**src/rtl/mac_acc_tc_16_if.sv**
```systemverilog
// rtl/mac_acc_tc_16_if.sv - product/result handshake bundle for mac_acc_tc_16
// master drives products and result acceptance; slave is the accumulator.
interface mac_acc_tc_16_if #(
  parameter int ACC_W = 40
);
  logic             in_valid;
  logic             in_ready;
  logic [31:0]      product;
  logic             in_last;
  logic             out_valid;
  logic             out_ready;
  logic [ACC_W-1:0] out_data;
  logic [8:0]       out_count;
  logic             out_ovf;

  modport master (
    output in_valid, product, in_last, out_ready,
    input  in_ready, out_valid, out_data, out_count, out_ovf
  );

  modport slave (
    input  in_valid, product, in_last, out_ready,
    output in_ready, out_valid, out_data, out_count, out_ovf
  );
endinterface

```
**src/rtl/mac_acc_tc_16.sv**
```systemverilog
// rtl/mac_acc_tc_16.sv - framed signed accumulator behind the 16x16 multiplier
// Optional MAC_SAT_EN clamps each frame sum to the signed 32-bit range and flags out_ovf.
module mac_acc_tc_16 #(
  parameter int ACC_W   = 40,
  parameter int N_TERMS = 8
) (
  input logic              clk,
  input logic              rst,
  mac_acc_tc_16_if.slave   bus
);
  typedef enum logic {ACC, HOLD} state_t;

  state_t                  state;
  logic signed [ACC_W-1:0] acc;
  logic signed [ACC_W-1:0] sum;
  logic signed [ACC_W-1:0] res;
  logic [7:0]              cnt;
  logic                    accept;
  logic                    close;
  logic                    ovf;
  logic                    out_valid_q;
  logic [ACC_W-1:0]        out_data_q;
  logic [8:0]              out_count_q;
  logic                    out_ovf_q;

  assign bus.in_ready = (state == ACC) && !rst;
  assign accept       = bus.in_valid && bus.in_ready;
  assign sum          = acc + {{(ACC_W-32){bus.product[31]}}, bus.product};
  assign close        = (9'(cnt) == 9'(N_TERMS-1)) || bus.in_last;

`ifdef MAC_SAT_EN
  logic pos_ovf;
  logic neg_ovf;

  // The sum fits in 32 bits only when bits ACC_W-1 down to 31 all agree.
  assign pos_ovf = !sum[ACC_W-1] && (|sum[ACC_W-2:31]);
  assign neg_ovf =  sum[ACC_W-1] && !(&sum[ACC_W-2:31]);
  assign ovf     = pos_ovf || neg_ovf;
  assign res     = pos_ovf ? ACC_W'(32'h7fff_ffff) :
                   neg_ovf ? {{(ACC_W-31){1'b1}}, 31'd0} : sum;
`else
  assign ovf = 1'b0;
  assign res = sum;
`endif

  always_ff @(posedge clk) begin
    if (rst) begin
      state       <= ACC;
      acc         <= '0;
      cnt         <= '0;
      out_valid_q <= 1'b0;
      out_data_q  <= '0;
      out_count_q <= '0;
      out_ovf_q   <= 1'b0;
    end else begin
      case (state)
        ACC: begin
          if (accept) begin
            if (close) begin
              out_data_q  <= res;
              out_count_q <= 9'(cnt) + 9'd1;
              out_ovf_q   <= ovf;
              out_valid_q <= 1'b1;
              acc         <= '0;
              cnt         <= '0;
              state       <= HOLD;
            end else begin
              acc <= sum;
              cnt <= cnt + 8'd1;
            end
          end
        end
        HOLD: begin
          // Result stays frozen until the consumer takes it.
          if (bus.out_ready) begin
            out_valid_q <= 1'b0;
            state       <= ACC;
          end
        end
        default: state <= ACC;
      endcase
    end
  end

  assign bus.out_valid = out_valid_q;
  assign bus.out_data  = out_data_q;
  assign bus.out_count = out_count_q;
  assign bus.out_ovf   = out_ovf_q;
endmodule

```
**src/flat_wrapper.sv**
```systemverilog
// flat-port wrapper written by rule: the top's interface ports become plain ports
module mac_acc_tc_16_flat 
#(
  parameter int ACC_W   = 40,
  parameter int N_TERMS = 8
)
  (clk, rst, bus_in_valid, bus_product, bus_in_last, bus_out_ready, bus_in_ready, bus_out_valid, bus_out_data, bus_out_count, bus_out_ovf);
  mac_acc_tc_16_if #(.ACC_W(ACC_W)) bus_i ();
  input logic clk;
  input logic rst;
  input wire logic [$bits(bus_i.in_valid)-1:0] bus_in_valid;
  input wire logic [$bits(bus_i.product)-1:0] bus_product;
  input wire logic [$bits(bus_i.in_last)-1:0] bus_in_last;
  input wire logic [$bits(bus_i.out_ready)-1:0] bus_out_ready;
  output wire logic [$bits(bus_i.in_ready)-1:0] bus_in_ready;
  output wire logic [$bits(bus_i.out_valid)-1:0] bus_out_valid;
  output wire logic [$bits(bus_i.out_data)-1:0] bus_out_data;
  output wire logic [$bits(bus_i.out_count)-1:0] bus_out_count;
  output wire logic [$bits(bus_i.out_ovf)-1:0] bus_out_ovf;
  assign bus_i.in_valid = bus_in_valid;
  assign bus_i.product = bus_product;
  assign bus_i.in_last = bus_in_last;
  assign bus_i.out_ready = bus_out_ready;
  assign bus_in_ready = bus_i.in_ready;
  assign bus_out_valid = bus_i.out_valid;
  assign bus_out_data = bus_i.out_data;
  assign bus_out_count = bus_i.out_count;
  assign bus_out_ovf = bus_i.out_ovf;
  mac_acc_tc_16 #(.ACC_W(ACC_W), .N_TERMS(N_TERMS)) u_core (.clk(clk), .rst(rst), .bus(bus_i));
endmodule
```
**config.mk**
```make
export PLATFORM = sky130hd
export DESIGN_NAME = mac_acc_tc_16_flat
export DESIGN_NICKNAME = d
export VERILOG_FILES = /design/src/rtl/mac_acc_tc_16_if.sv /design/src/rtl/mac_acc_tc_16.sv /design/src/flat_wrapper.sv
export SDC_FILE = /design/constraint.sdc
export NUM_CORES = 1
export LEC_CHECK = 0
export CORE_UTILIZATION = 55
export DETAILED_ROUTE_END_ITERATION = 10
export PLACE_DENSITY = 0.87
export RECOVER_POWER = 25
export SYNTH_ARGS = -nofsm -noshare
export SYNTH_HDL_FRONTEND = slang
export SYNTH_SLANG_ARGS = --single-unit
export TNS_END_PERCENT = 5
```
**constraint.sdc**
```tcl
create_clock -name clk -period 9.9 [get_ports clk]
set_input_delay 2.97 -clock clk [delete_from_list [all_inputs] [get_ports clk]]
set_output_delay 2.97 -clock clk [all_outputs]
set_load 0.01 [all_outputs]
```
==> results of run 1 <==
-- routing by layer --
| layer | vias to the layer above | global-route usage (%) | wire (um) |
|---|---|---|---|
| met5 | - | 0 | 0 |
| met4 | 0 | 10.36 | 291 |
| met3 | 26 | 3.182 | 685 |
| met2 | 187 | 45.03 | 6865 |
| met1 | 2586 | 35.72 | 6804 |
| li1 | 2688 | - | - |
-- path summary, 6_finish.rpt --
path	slack, ns	from	endpoint
min reg2reg	0.46	u_core.bus.out_data[5]	u_core.bus.out_data[5]
min	0.46	u_core.bus.out_data[5]	u_core.bus.out_data[5]
max	2.57	rst	bus_in_ready
max reg2reg	6.83	u_core.acc[0]	u_core.acc[32]
-- cells in the mapped netlist (3+ instances only) --
cell type  number  area share, %
nand4_1         6           0.65
nand2_1        94            6.1
inv_1          10           0.65
o21bai_1        4           0.52
o31ai_1         6           0.78
nor2b_1         4           0.43
nor2_1         60            3.9
a31o_2          4           0.60
nand3_1        15            1.3
ha_1           40            8.6
o2111ai_1       3           0.45
dfxtp_1        99             34
a22oi_1        11            1.4
or2_2           3           0.32
a211oi_1       10            1.3
a21o_1         34            4.4
xnor2_1        24            3.6
and2_1          7           0.76
o21ai_1         3           0.26
a21oi_1        73            6.3
o21a_1          9            1.2
o21ai_0        22            1.9
a32o_1          3           0.52
xor2_1         15            2.3
a22o_1         16            2.4
nand2b_1        4           0.43
nor3b_1        17            2.2
and4_1          3           0.45
and3_1          7           0.76
clkbuf_1       39            2.5
a31oi_1         8           0.86
nor3_1          9           0.78
-- sequential cells by signal (all words and copies together) (netlist names) --
name,flops
u_core.cnt,8
u_core.state,1
u_core.bus.out_valid,1
u_core.bus.out_data,40
u_core.acc,40
u_core.bus.out_count,9
-- through the flow --
stage	instance area [sq um]	cells	hold slack, ns	worst slack (ns)	power, W
finish	6909	906	0.4575	2.567	0.0009227
global route	6909	906	0.4827	2.474	0.0009648
CTS	6909	906	0.4634	2.532	0.0009290
detailed placement	6708	890	0.4485	2.535	0.0006580
global placement	6708	890	0.4405	2.577	0.0006525
floorplan	5798	706	0.4291	3.574	0.0005851
-- report_power, final --
part	switching, W	internal, W	leakage (nW)
clock network	0.000153	0.000120	0.101
registers	0.0000113	0.000419	0.806
logic	0.000124	0.0000957	2.11
total	0.000288	0.000635	3.02
-- area by class of cell --
class / instances / area [sq um]
clock buffer: 10 / 127.6
clock inverter: 6 / 73.82
fill: 883 / 3368
inverter: 10 / 37.54
multi-input combinational: 555 / 3630
sequential: 99 / 1982
tap: 136 / 170.2
timing repair buffer: 90 / 888.4
-- cell usage in the layout, fill, tap and decap left out, types with 10 or more instances in the layout --
cell / n
clkdlybuf4s50_1: 49
xnor2_1: 24
nor3b_1: 17
nor2_1: 57
xor2_1: 15
dfxtp_1: 99
nand3_1: 15
a22oi_1: 11
dlygate4sd3_1: 37
ha_1: 40
inv_1: 10
a21oi_1: 73
a22o_1: 16
nand2_1: 94
a211oi_1: 10
a21o_1: 34
o21ai_0: 22
-- worst max-delay path, cell delays in order --
cell and delay, ns:
buf_2 0.08, buf_4 0.63, nor2_1 0.16, clkdlybuf4s50_1 0.52
-- cells by family (layout without fill, tap and decap cells) --
kind of cell	after synthesis	in the layout
AOI/OAI and AO/OA	235	235
adders and majority gates	41	41
and+or+nand+nor	239	239
DFF	99	99
xor gates and xnor gates	39	39
buffers and inverters	52	116
other	1	1
==> impl_metrics.tcl, run 1 <==
set metrics [dict create \
    hold_viol 0 \
    grt_usage_pct 27.01 \
    synth_flop_cell "dfxtp_1" \
    clockRootBuffer "clkbuf_8" \
    nNetsFinal 843 \
    cp.arrival_ns 4.36 \
    die_w_um 104.7 \
    grt_max_degree 82 \
    routed_wl_mm 14.65 \
    cts_buffer_depth 2 \
    ctsHoldBuffers 0 \
    cts_tree "built" \
    wl_per_cell_um 16.17 \
    synth_top_family_by_area "compound AO/OA/AOI/OAI gates" \
    synth-edff-count 0 \
    fin_setup_tns_ns 0 \
    synth_xor_area_share_pct 5.891 \
    synth-async-reset-ratio_pct 0 \
    ys_types 66 \
    tightest_slew_ns 1.251 \
    worstPathMaxFanout 81 \
    antenna_cells 0 \
    leakagePower_nw 3.018 \
    post_cts_buffers 0 \
    portBuffers 87 \
    outcome "finished clean" \
    vias 5487 \
    muxShareOfSynthArea_pct 0 \
    avgSynthCellArea_sq_um 8.213 \
    worstSkewPairLatency_ns 0.38 \
    core_sq_um 10280 \
    fmax_mhz 136.4 \
    synth-adder-area-share_pct 8.977 \
    grt_overflow 0 \
    min_period_over_period_pct 74.07 \
    critPathLaunchType "input port" \
    numCtsBuffers 9 \
    detail-route-antenna-nets 0 \
    worstHoldPathType "reg2reg" \
    maxCapViolCount 0 \
    grt_pass1_vias 5270 \
    dp_hpwl_mm 10.30 \
    synth_fp_nets 784 \
    drt_iter0_drc 208 \
    rows 37 \
    maxSlewHeadroom_pct 16.43 \
    r2r_cells 10 \
    place_congestion 0.8781 \
    utilization_pct 67.23 \
    slew_viol_final 0 \
    initial_utilization_pct 56.42 \
    cts_sinks 99 \
    die_y_um 104.7 \
    die-area_sq_um 10960 \
    ios 89 \
    cts.repair.resized 0 \
    drt-vias-per-instance 6.056 \
    crit_path_end_kind "output port" \
    cellPowerDensity_nw_per_um2 133.6 \
    synth_compound_area_share_pct 27.84 \
    clock_skew_ns 0.01733 \
    setup-violations-final 0 \
    drive_above_1_share_pct 4.935 \
    ys_seq_area_share_pct 34.18 \
    drt_pass1_iterations 5 \
    period_minus_slack_ns 7.333 \
    crit_type "in2out" \
    synth-simple-area-share_pct 19.53 \
    ys_ff_latch 99 \
    post-route-drc-count 0 \
    synth_warnings 0 \
    grt_antenna_before_repair 0 \
    htreeDepth 3 \
    syn_inst 706 \
    min_path_cells 2 \
    syn_to_final_growth_pct 19.16 \
    grt_pass1_wl_mm 24.32 \
    required_ns 6.93 \
    synth.cell_area_sq_um 5798 \
    cts.clk_slew.worst_paths_ns 0.10 \
    rsz0062_at_grt "no" \
    ir_worst_vdd_mv 0.07682 \
]
Note: power is estimated with default switching activity, not from simulation.
==> run 2: changes to the inputs <==
clock period = 7.4 ns   (was 9.9 ns; I/O delays follow)
==> impl_metrics.tcl, run 2 (same netlist as run 1, synthesis figures left out) <==
set metrics [dict create \
    cellPowerDensity_nw_per_um2 176.4 \
    worstSkewPairLatency_ns 0.39 \
    crit_path_end_kind "output port" \
    drive_above_1_share_pct 4.935 \
    clockRootBuffer "clkbuf_8" \
    hold_viol 0 \
    die_w_um 104.7 \
    required_ns 5.18 \
    r2r_slack_ns 4.34 \
    ir_worst_vdd_mv 0.1048 \
    die-area_sq_um 10960 \
    rsz0062_at_grt "no" \
    critPathLaunchType "input port" \
    numCtsBuffers 9 \
    routed_wl_mm 14.71 \
    place_inst 890 \
    layout_common_cells "dfxtp_1 (99), nand2_1 (94), a21oi_1 (73), nor2_1 (57), clkdlybuf4s50_1 (52)" \
    slew_viol_final 0 \
    worstPathMaxFanout 3 \
    r2r_cells 10 \
    grt_pass1_vias 5017 \
    worstHoldPathType "reg2reg" \
    tightest_slew_ns 1.041 \
    hp-start "u_core.bus.out_data[7]" \
    grt_overflow 0 \
    htreeDepth 3 \
    post_cts_buffers 0 \
    maxSlewHeadroom_pct 30.43 \
    drt_pass1_iterations 5 \
    cp.arrival_ns 3.06 \
    portBuffers 87 \
    grt_antenna_before_repair 0 \
    min_period_over_period_pct 71.29 \
    clock_skew_ns 0.02422 \
    drt_iter0_drc 273 \
    cts_buffer_depth 2 \
    ctsHoldBuffers 0 \
    vias 5355 \
    holdPathEnd "u_core.bus.out_data[7]" \
    cts_sinks 99 \
    drt-vias-per-instance 5.911 \
    cts.clk_slew.worst_paths_ns 0.11 \
    fmax_mhz 189.6 \
    grt_usage_pct 27.00 \
    leakagePower_nw 2.995 \
    ios 89 \
    detail-route-antenna-nets 0 \
    outcome "finished clean" \
    min_path_cells 2 \
    reg2reg_from "u_core.acc[0]" \
    place_congestion 0.9052 \
    cts_tree "built" \
    crit_type "in2out" \
    fin_setup_tns_ns 0 \
    core_sq_um 10280 \
    wl_per_cell_um 16.24 \
    grt_max_degree 81 \
    n_fill_cell 854 \
    initial_utilization_pct 56.42 \
    dp_hpwl_mm 10.54 \
    final-instance-count-excl-fill 906 \
    die_y_um 104.7 \
    cts.repair.resized 0 \
    reg2reg_to "u_core.acc[32]" \
    finalPower_w 0.001215 \
    nNetsFinal 843 \
    period_minus_slack_ns 5.275 \
    crit_slowest_cell "clkdlybuf4s50_1" \
    setup-violations-final 0 \
    final_common_cell "dfxtp_1" \
    antenna_cells 0 \
    cpPeakStageDelay_ns 0.57 \
    syn_to_final_growth_pct 18.82 \
    post-route-drc-count 0 \
    maxCapViolCount 0 \
    grt_pass1_wl_mm 24.16 \
    worstPathCellList "buf_2 -> nor2_1 -> clkdlybuf4s50_1" \
    rows 37 \
]
run 2: worst max path at each step:
stage	startpoint	cells after the start	slack, ns	to
2_1_floorplan	rst	2	2.57	bus_in_ready
3_3_place_gp	bus_product[0]	11	2.17	u_core.acc[32]
3_5_place_dp	bus_product[0]	11	2.09	u_core.acc[32]
4_1_cts	rst	3	2.13	bus_in_ready
5_1_grt	rst	3	2.08	bus_in_ready
6_report	rst	3	2.12	bus_in_ready
run 2: report_power, final:
part	switching (W)	internal (W)	leakage, nW
logic	0.000166	0.000128	2.10
registers	0.0000150	0.000561	0.806
clock network	0.000215	0.000130	0.0902
total	0.000396	0.000819	2.99
run 2: metrics by stage:
stage          hold WS, ns  setup WS, ns  area (sq um)  utilization [%]
4_1_cts             0.4623         2.128          6889            67.03
5_1_grt             0.4813         2.077          6889            67.03
6_report            0.4577         2.125          6889            67.03
3_5_place_dp        0.4463         2.090          6708            65.27
2_1_floorplan       0.4291         2.574          5798                -
3_3_place_gp        0.4412         2.166          6708            65.27
run 2: per-layer routing:
metal | vias up | part of all wire [%] | global-route usage [%]
met5 | - | 0 | 0
met4 | 0 | 1.1 | 7.042
met3 | 13 | 4.3 | 4.055
met2 | 138 | 48 | 45.13
met1 | 2525 | 47 | 36.35
li1 | 2679 | - | -
run 2: worst max-delay path: cells and delay by family:
kind | cells | cell delay, ns
buf+inv | 2 | 0.68
simple gates | 1 | 0.16
run 2: layout make-up:
| class | count | area [sq um] | share of cell area, % |
|---|---|---|---|
| Inverter | 10 | 37.54 | 0.5449 |
| Clock buffer | 10 | 127.6 | 1.853 |
| Timing Repair Buffer | 90 | 888.4 | 12.90 |
| Multi-Input combinational cell | 555 | 3630 | 52.69 |
| Tap cell | 136 | 170.2 | 2.470 |
| Sequential cell | 99 | 1982 | 28.77 |
| Clock inverter | 6 | 53.80 | 0.7810 |
